**src/rtl/muldiv_unit.sv**
```systemverilog
// ---------------------------------------------------------------------------
// muldiv_unit
//   Multi-cycle multiply/divide responder that sits beside the single-cycle
//   ALU in the execute stage. A one-cycle request is accepted only in IDLE.
//   The block then runs DATA_W iterations of shift-add multiply or restoring
//   divide, and finally pulses ready for one cycle with the registered result.
//
//   Latency: ready is high in the cycle after the (DATA_W+1)-th rising edge
//   that follows the accepting edge, which is 33 cycles for DATA_W = 32.
//
// Configuration macro:
//   MULDIV_SIGNED_EN  When defined, operands are two's complement. Magnitudes
//                     are taken at accept and the signs are restored on the
//                     DONE-entry edge. Latency does not change.
//                     When undefined, everything is unsigned and no sign
//                     logic is built.
//
// Ports:
//   clk    in   1         rising-edge clock
//   rst_n  in   1         asynchronous active-low reset
//   valid  in   1         request strobe; sampled only in IDLE
//   mode   in   1         0 = MUL, 1 = DIV; sampled with valid
//   AiA    in   DATA_W    multiplicand / dividend
//   AiB    in   DATA_W    multiplier / divisor
//   ready  out  1         result strobe, one cycle per request
//   busy   out  1         high from accept through the ready cycle
//   Mout   out  2*DATA_W  MUL: product; DIV: {remainder, quotient}
// ---------------------------------------------------------------------------
module muldiv_unit #(
  parameter int DATA_W = 32
) (
  input  logic                  clk,
  input  logic                  rst_n,
  input  logic                  valid,
  input  logic                  mode,
  input  logic [DATA_W-1:0]     AiA,
  input  logic [DATA_W-1:0]     AiB,
  output logic                  ready,
  output logic                  busy,
  output logic [2*DATA_W-1:0]   Mout
);

  localparam int CNT_W = $clog2(DATA_W + 1);

  typedef enum logic [1:0] {
    S_IDLE,
    S_MUL,
    S_DIV,
    S_DONE
  } state_t;

  state_t               state;
  logic [CNT_W-1:0]     count;
  // acc is {acc_hi, acc_lo}. MUL uses it as {partial product, multiplier}.
  // DIV uses it as {remainder, quotient/dividend}.
  logic [2*DATA_W-1:0]  acc;
  // opb holds the multiplicand (MUL) or the divisor (DIV).
  logic [DATA_W-1:0]    opb;

`ifdef MULDIV_SIGNED_EN
  logic                 neg_q;     // negate product / quotient at DONE entry
  logic                 neg_r;     // negate remainder at DONE entry
`endif

  // Operands as loaded at accept. In the signed build these are magnitudes.
  logic [DATA_W-1:0]    ld_a;
  logic [DATA_W-1:0]    ld_b;

  // One iteration of each algorithm, computed from the current acc.
  logic [DATA_W:0]      mul_sum;
  logic [2*DATA_W-1:0]  mul_next;
  logic [DATA_W:0]      div_rem_sh;
  logic [DATA_W-1:0]    div_quo_sh;
  logic [DATA_W:0]      div_trial;
  logic [2*DATA_W-1:0]  div_next;

  // Final result with the sign fix-up applied, loaded into Mout on DONE entry.
  logic [2*DATA_W-1:0]  result;

  // NOTE: every signal driven from always_comb gets a default at the top of
  // the block, so that no path through the block leaves it unassigned. An
  // unassigned path would infer a latch.
  always_comb begin
    ld_a = AiA;
    ld_b = AiB;
`ifdef MULDIV_SIGNED_EN
    if (AiA[DATA_W-1]) ld_a = -AiA;
    if (AiB[DATA_W-1]) ld_b = -AiB;
`endif
  end

  always_comb begin
    // Shift-add multiply: add the multiplicand into the upper half when the
    // multiplier LSB is set. Then shift {carry, acc} right by one bit, so the
    // carry out of the add becomes the new MSB and no overflow is lost.
    mul_sum = {1'b0, acc[2*DATA_W-1:DATA_W]};
    if (acc[0]) mul_sum = mul_sum + {1'b0, opb};
    mul_next = {mul_sum, acc[DATA_W-1:1]};

    // Restoring divide: shift {rem, quo} left by one bit and try to subtract
    // the divisor. A clear borrow bit means the subtraction fits, so keep it.
    div_rem_sh = acc[2*DATA_W-1:DATA_W-1];
    div_quo_sh = {acc[DATA_W-2:0], 1'b0};
    div_trial  = div_rem_sh - {1'b0, opb};
    if (!div_trial[DATA_W])
      div_next = {div_trial[DATA_W-1:0], div_quo_sh | {{(DATA_W-1){1'b0}}, 1'b1}};
    else
      div_next = {div_rem_sh[DATA_W-1:0], div_quo_sh};
  end

  always_comb begin
    result = acc;
`ifdef MULDIV_SIGNED_EN
    if (state == S_MUL) begin
      if (neg_q) result = -acc;
    end else begin
      if (neg_q) result[DATA_W-1:0]        = -acc[DATA_W-1:0];
      if (neg_r) result[2*DATA_W-1:DATA_W] = -acc[2*DATA_W-1:DATA_W];
    end
`endif
  end

  // NOTE: sequential state is written only with non-blocking assignments.
  // Every register then samples its pre-edge value, whatever order the
  // statements appear in.
  always_ff @(posedge clk or negedge rst_n) begin
    if (!rst_n) begin
      state <= S_IDLE;
      count <= '0;
      acc   <= '0;
      opb   <= '0;
      ready <= 1'b0;
      busy  <= 1'b0;
      Mout  <= '0;
`ifdef MULDIV_SIGNED_EN
      neg_q <= 1'b0;
      neg_r <= 1'b0;
`endif
    end else begin
      case (state)
        S_IDLE: begin
          if (valid) begin
            state <= mode ? S_DIV : S_MUL;
            count <= CNT_W'(DATA_W);
            busy  <= 1'b1;
            // The upper half of acc is cleared. The lower half holds the
            // multiplier (MUL) or the dividend (DIV).
            acc   <= {{DATA_W{1'b0}}, mode ? ld_a : ld_b};
            opb   <= mode ? ld_b : ld_a;
`ifdef MULDIV_SIGNED_EN
            // A zero divisor keeps the quotient at all ones (-1) whatever
            // the dividend's sign, so the quotient is not negated.
            neg_q <= (AiA[DATA_W-1] ^ AiB[DATA_W-1]) & ~(mode & (AiB == '0));
            neg_r <= AiA[DATA_W-1];
`endif
          end
        end

        S_MUL, S_DIV: begin
          if (count != '0) begin
            acc   <= (state == S_MUL) ? mul_next : div_next;
            count <= count - 1'b1;
          end else begin
            state <= S_DONE;
            Mout  <= result;
            ready <= 1'b1;
          end
        end

        S_DONE: begin
          state <= S_IDLE;
          ready <= 1'b0;
          busy  <= 1'b0;
        end

        default: begin
          state <= S_IDLE;
          ready <= 1'b0;
          busy  <= 1'b0;
        end
      endcase
    end
  end

endmodule

```
**config.mk**
```make
export PLATFORM = sky130hd
export DESIGN_NAME = muldiv_unit
export DESIGN_NICKNAME = d
export VERILOG_FILES = /design/src/rtl/muldiv_unit.sv
export SDC_FILE = /design/constraint.sdc
export NUM_CORES = 1
export LEC_CHECK = 0
export ABC_AREA = 1
export CAP_MARGIN = 10
export CORE_AREA = 2 2 214 216
export CTS_BUF_LIST = sky130_fd_sc_hd__clkbuf_8
export DETAILED_ROUTE_END_ITERATION = 8
export DIE_AREA = 0 0 216 218
export MAX_ROUTING_LAYER = met4
export PLACE_DENSITY_LB_ADDON = 0.2
export SETUP_SLACK_MARGIN = 0.4
export SYNTH_ARGS = -nofsm -noshare
export SYNTH_HDL_FRONTEND = slang
export SYNTH_SLANG_ARGS = --single-unit
```
**constraint.sdc**
```tcl
create_clock -name clk -period 2.6 [get_ports clk]
set_clock_uncertainty 0.05 [all_clocks]
set_input_delay 0.65 -clock clk [delete_from_list [all_inputs] [get_ports clk]]
set_output_delay 0.65 -clock clk [all_outputs]
set_load 0.01 [all_outputs]
```
==> results of run 1 <==
## Yosys cell counts, drive strengths merged
master | number | area share [%]
nand3b | 8 | 0.45
or2 | 13 | 0.61
a21o | 1 | 0.057
dfrtp | 170 | 32
nor4 | 2 | 0.094
a31oi | 12 | 0.57
xor2 | 14 | 0.92
clkinv | 1 | 0.028
o22ai | 1 | 0.047
ha | 69 | 6.5
a21oi | 188 | 7.1
fa | 2 | 0.30
o211ai | 4 | 0.23
clkbuf | 56 | 1.6
nand2 | 684 | 20
buf | 23 | 0.93
nor3b | 1 | 0.057
a211oi | 1 | 0.057
nand4 | 18 | 0.85
and2 | 5 | 0.24
o21ai | 216 | 8.1
nand3 | 129 | 5.0
o21a | 1 | 0.057
xnor2 | 4 | 0.26
inv | 323 | 9.1
o221ai | 18 | 1.2
nor3 | 13 | 0.53
o21bai | 4 | 0.23
a221oi | 1 | 0.066
nor2 | 110 | 3.1
## final cells by class
class	instances	area [um2]	area share, %
Multi-Input combinational cell	1522	8060	47.0
Sequential cell	170	4260	24.8
Timing Repair Buffer	256	2450	14.3
Inverter	324	1230	7.16
Tap cell	600	751	4.38
Clock buffer	17	234	1.36
Clock inverter	15	168	0.977
## where the power goes
part | total, W | switching [W] | internal, W | leakage, nW
sequential | 0.00487 | 0.000925 | 0.00395 | 2.14
clock | 0.00203 | 0.00129 | 0.000736 | 0.205
combinational | 0.0208 | 0.0129 | 0.00789 | 6.46
## placed cells by master (no fill, tap or decap), types with 5 or more instances in the layout
cell type	n
ha_4	10
ha_1	46
buf_4	106
nor2_2	19
clkbuf_8	17
nand3b_1	8
nand3_1	117
dfrtp_2	5
or2_2	13
nand2_1	642
buf_12	11
dlymetal6s2s_1	10
o21ai_1	7
a31oi_1	12
ha_2	13
o221ai_1	18
nand2_2	36
nand4_1	18
nor2_1	88
clkdlybuf4s50_1	120
xor2_1	13
a21oi_1	170
nand3_2	10
buf_6	6
a21oi_2	17
inv_1	299
nor3_1	8
inv_2	19
dfrtp_1	165
nand2_8	5
o21ai_0	206
## kinds of logic after synthesis
| kind of cell | synth area share, % |
|---|---|
| DFF | 32.1 |
| xor gates and xnor gates | 1.19 |
| AOI/OAI and AO/OA | 17.7 |
| and+or+nand+nor | 30.5 |
| adders and majority gates | 6.81 |
| buffers and inverters | 11.7 |
## sequential cells by signal, indices dropped and copies added (netlist names)
register and cells:
acc 64, ready 1, Mout 64, count 6, state 2, opb 32
busy 1
## critical path: cells and delay by family (launching register included)
kind                     cells  cell delay [ns]
AO/OA/AOI/OAI                3             0.63
adder cells (fa/ha/maj)      1             0.37
flip-flops                   1             0.41
AND/OR/NAND/NOR              7             0.62
buffers and inverters        2             0.29
## metal layers
layer	GRT usage, %	vias up
li1	-	7107
met4	5.62	0
met5	-	-
met2	37.0	388
met3	2.22	64
met1	30.7	6692
## metrics by stage
step	worst slack, ns	utilization (%)	std cells
after global routing	0.0452	38.2	2904
after CTS	0.105	36.9	2887
final	0.159	38.2	2904
after floorplan	0.373	-	2092
after detailed placement	0.0623	35.4	2842
after global placement	0.0527	35.4	2842
## worst max-delay path by stage
stage | slack, ns | cells after the start | end | start
6_report | 0.16 | 13 | acc[50]$_DFFE_PN0P_ | acc[44]$_DFFE_PN0P_
3_3_place_gp | 0.05 | 18 | acc[60]$_DFFE_PN0P_ | opb[13]$_DFFE_PN0P_
2_1_floorplan | 0.37 | 19 | acc[45]$_DFFE_PN0P_ | opb[0]$_DFFE_PN0P_
4_1_cts | 0.10 | 19 | acc[60]$_DFFE_PN0P_ | opb[0]$_DFFE_PN0P_
5_1_grt | 0.05 | 19 | acc[60]$_DFFE_PN0P_ | opb[0]$_DFFE_PN0P_
3_5_place_dp | 0.06 | 17 | acc[57]$_DFFE_PN0P_ | opb[0]$_DFFE_PN0P_
## timing repair
action | in CTS | in global routing
gates cloned | 3 | 0
setup buffers | 10 | 17
gates resized for setup | 31 | 146
setup endpoints to repair | 35 | 79
pin swaps | 9 | 28
==> flow_summary.ini, run 1 <==
[global_routing]
grt_usage_pct = 22.8
grt.overflow.total = 0
grt_max_degree = 112
grt_pass1_vias = 13125
grt_pass1_wl_mm = 80.0
antenna_found_initial = 0

[drt]
drc_errors = 0
drt-met1-wl_mm = 24.8
top_layer = met4
postRouteAntennaNets = 0
wl_met2_mm = 24.9
wl_per_cell_um = 18.4
vias = 14251
first_iter_violations = 1374
drt-total-wl_mm = 53.4
routed-wl-met3_mm = 2.43
drt_pass1_iterations = 5
vias_per_cell = 4.91

[critical_path]
arrival_ns = 2.84
crit_path_start_kind = flop
r2r-start = acc[44]$_DFFE_PN0P_
timing.rr.end = acc[50]$_DFFE_PN0P_
reg2reg_depth = 13
critPathMaxStageDelay_ns = 0.41
cpMostUsedCell = nand2_1
cp_max_fo = 5
critical_path_class = reg -> reg
cp_slowest_cell = dfrtp_1
end_kind = flop
worstPathRequired_ns = 3.00
rrSetupSlack_ns = 0.16
crit_chain = buf_4 -> ha_1 -> a21oi_1 -> o21ai_0 -> nand2_1 -> nand2_1 -> inv_1 -> nand3_1 -> nand2_1 -> nand3_1 -> a21oi_2 -> nand2_1 -> nand2_1

[timing]
maxSlewHeadroom_pct = 52.8
clock.fmax_mhz = 410
post-route-period-util_pct = 93.9
fin_tns_setup_ns = 0
setup_viol = 0
final.min_clock_period_ns = 2.44
hold_violations = 0
holdWs_ns = 0.00892
worst_pin_slew_ns = 0.701
slew_viol_final = 0
rsz0062_at_grt = true

[layout]
nFillCells = 4823
antenna_cells = 0
area_growth_pct = 29.3
drive_above_1_share_pct = 14.4
fin_nets = 2430
layout.cell_area.non_filler_um2 = 17200

[clock_tree]
numCtsBuffers = 17
cts_root_buf = clkbuf_8
h-tree-depth = 4
clk_latency_ns = 0.50
cts_tree = built
cts_hold_buf = 0
path_clk_slew_ns = 0.13
cts_max_path_buffers = 2
clock_sinks = 170

[placement]
placed_area_um2 = 15900
dp_hpwl_mm = 41.5
gp_congestion = 0.979
io_buffers = 133

[pwr]
p_leak_nw = 8.80
fin_total_pwr_w = 0.0277
power.density_nw_per_um2 = 1610
max-vdd-ir-drop_uv = 701

[die]
die_h_um = 218
die_x_um = 216
core-area_um2 = 44900
die_area_um2 = 47100
ios = 134
initial_core_util_pct = 29.6
rows = 78

[status]
outcome = finished clean

[logic_synthesis]
synth-seq-cells = 170
syn_area_um2 = 13300
syn-num-nets = 2231
synth_cells = 2092
ys_types = 41
synth-seq-area-share_pct = 32.1
syn_avg_cell_area_um2 = 6.34
yosysWarnings = 0

[run]
cap_violations = 0

[worst_hold_path]
hold_path_class = in -> async
Note: power is estimated with default switching activity, not from simulation.
==> run 2: changes to the inputs <==
--- a/config.mk
+++ b/config.mk
@@ -12,7 +12,7 @@
 export DETAILED_ROUTE_END_ITERATION = 8
 export DIE_AREA = 0 0 216 218
 export MAX_ROUTING_LAYER = met4
-export PLACE_DENSITY_LB_ADDON = 0.2
+export PLACE_DENSITY = 0.51
 export SETUP_SLACK_MARGIN = 0.4
 export SYNTH_ARGS = -nofsm -noshare
 export SYNTH_HDL_FRONTEND = slang
==> run 2 against run 1 <==
  * Register-to-register slack better by 0.03 ns
  * Via count is 1.0% higher
  * Die area stayed put
  * Worst hold slack better by 0.42 ns
  * Cell count stayed put
  * Highest routed layer unchanged
==> flow_summary.ini, run 2 (synthesis gave the netlist of run 1 again) <==
[run]
cap_violations = 0

[critical_path]
cp_max_fo = 6
worstPathRequired_ns = 2.96
arrival_ns = 2.76
critical_path_class = reg -> reg
end_kind = flop
crit_path_start_kind = flop

[layout]
mostFrequentLayoutCell = nand2_1
layout.cell_area.non_filler_um2 = 17500
final_cell_mix = 628 x nand2_1, 294 x inv_1, 201 x o21ai_0
fin_cells = 2904
drive_above_1_share_pct = 17.0
reg_top3 = Mout: 64 flops, acc: 64 flops, opb: 32 flops
area_growth_pct = 31.7
fin_nets = 2429

[timing]
worst_pin_slew_ns = 0.694
post-route-period-util_pct = 92.6
rsz0062_at_grt = true
holdWs_ns = 0.432
clock.fmax_mhz = 415
fin_tns_setup_ns = 0
maxSlewHeadroom_pct = 53.3
setup_viol = 0
final.min_clock_period_ns = 2.41
final.setup.worst_slack_ns = 0.191
slew_viol_final = 0
hold_violations = 0

[pwr]
seqPwrFrac_pct = 17.2
power.density_nw_per_um2 = 1620
max-vdd-ir-drop_uv = 811
comb_power_share_pct = 75.9
power_frac_clock_pct = 6.9
switching_share_pct = 54.4
p_int_w = 0.0129
p_leak_nw = 8.72
p_switching_w = 0.0154

[die]
die_x_um = 216
die_h_um = 218
rows = 78
core-area_um2 = 44900
initial_core_util_pct = 29.6
die_area_um2 = 47100
ios = 134

[placement]
dp.cells = 2848
io_buffers = 133
dp_hpwl_mm = 42.6
placed_area_um2 = 15900
dp_slack_ns = -0.0543
gp_congestion = 0.983

[drt]
vias = 14396
wl_per_cell_um = 18.5
drc_errors = 0
drt_pass1_iterations = 6
postRouteAntennaNets = 0
vias_per_cell = 4.96
drt-total-wl_mm = 53.7
first_iter_violations = 1121

[global_routing]
antenna_found_initial = 1
grt_pass1_vias = 13651
grt_pass1_wl_mm = 80.8
grt_usage_pct = 23.1
grt_max_degree = 112
grt.overflow.total = 0

[clock_tree]
cts_tree = built
path_clk_slew_ns = 0.13
h-tree-depth = 4
cts_max_path_buffers = 2
numCtsBuffers = 17
clock_sinks = 170
cts_root_buf = clkbuf_8
clk_latency_ns = 0.50

[worst_hold_path]
hold_path_class = reg -> reg

[status]
outcome = finished clean
-- run 2: what timing repair did --
action,in CTS,in global routing
pin swaps,7,23
cloned,1,0
endpoints found under the setup margin,35,62
gates resized for setup,100,151
hold buffers,1,0
buffers inserted,9,12
endpoints found under the hold margin,14,0
-- run 2: worst paths after layout --
path / end / cells after the start / startpoint / slack, ns
max reg2reg: acc[38]$_DFFE_PN0P_ / 17 / opb[0]$_DFFE_PN0P_ / 0.19
max: acc[38]$_DFFE_PN0P_ / 17 / opb[0]$_DFFE_PN0P_ / 0.19
min: Mout[52]$_DFFE_PN0P_ / 2 / Mout[52]$_DFFE_PN0P_ / 0.43
min reg2reg: Mout[52]$_DFFE_PN0P_ / 2 / Mout[52]$_DFFE_PN0P_ / 0.43
max in group asynchronous: opb[22]$_DFFE_PN0P_ / 3 / rst_n / 1.28
min in group asynchronous: acc[44]$_DFFE_PN0P_ / 2 / rst_n / 0.57
-- run 2: final cells by class --
class                   count  area [um2]
repair buffers            257        2450
inverters                 324        1230
clock buffers              17         234
multi-input cells        1520        8420
well taps                 600         751
flip-flops and latches    170        4260
diodes                      1        2.50
fillers                  4820       27400
clock inverters            15         149
-- run 2: power groups by stage --
stage                     registers (W)  clock network, W  logic [W]
final                           0.00487           0.00196     0.0214
after detailed placement        0.00483                 0     0.0189
after global placement          0.00481                 0     0.0188
after global routing            0.00501           0.00210     0.0237
after CTS                       0.00482           0.00199     0.0200
after floorplan                 0.00492                 0     0.0116
-- run 2: metal layers --
metal  up-vias  GRT usage (%)  routed length (um)
li1       7122              -                   -
met1      6789           29.9               24100
met2       421           38.1               25600
met3        64           2.38                2660
met4         0           6.94                1350
met5         -              -                   0
-- run 2: worst max-delay path, stage by stage, from the launching register on --
cell and delay, ns:
dfrtp_1 0.44, ha_4 0.18, fa_2 0.33, inv_2 0.09, nand2_2 0.06, nand2_2 0.07
nand3_2 0.06, nand2_2 0.10, nand2_2 0.07, nand2_4 0.09, nand2_4 0.07, nand3_4 0.12
nand2_8 0.11, buf_4 0.17, nand2_1 0.07, nand3_1 0.08, nand3_1 0.10, nand2_1 0.06
-- run 2: stage by stage --
| stage | power (W) | utilization [%] |
|---|---|---|
| 6_report | 0.0283 | 38.9 |
| 5_1_grt | 0.0308 | 38.9 |
| 4_1_cts | 0.0268 | 37.6 |
| 3_5_place_dp | 0.0237 | 35.5 |
| 3_3_place_gp | 0.0236 | 35.5 |
| 2_1_floorplan | 0.0166 | - |
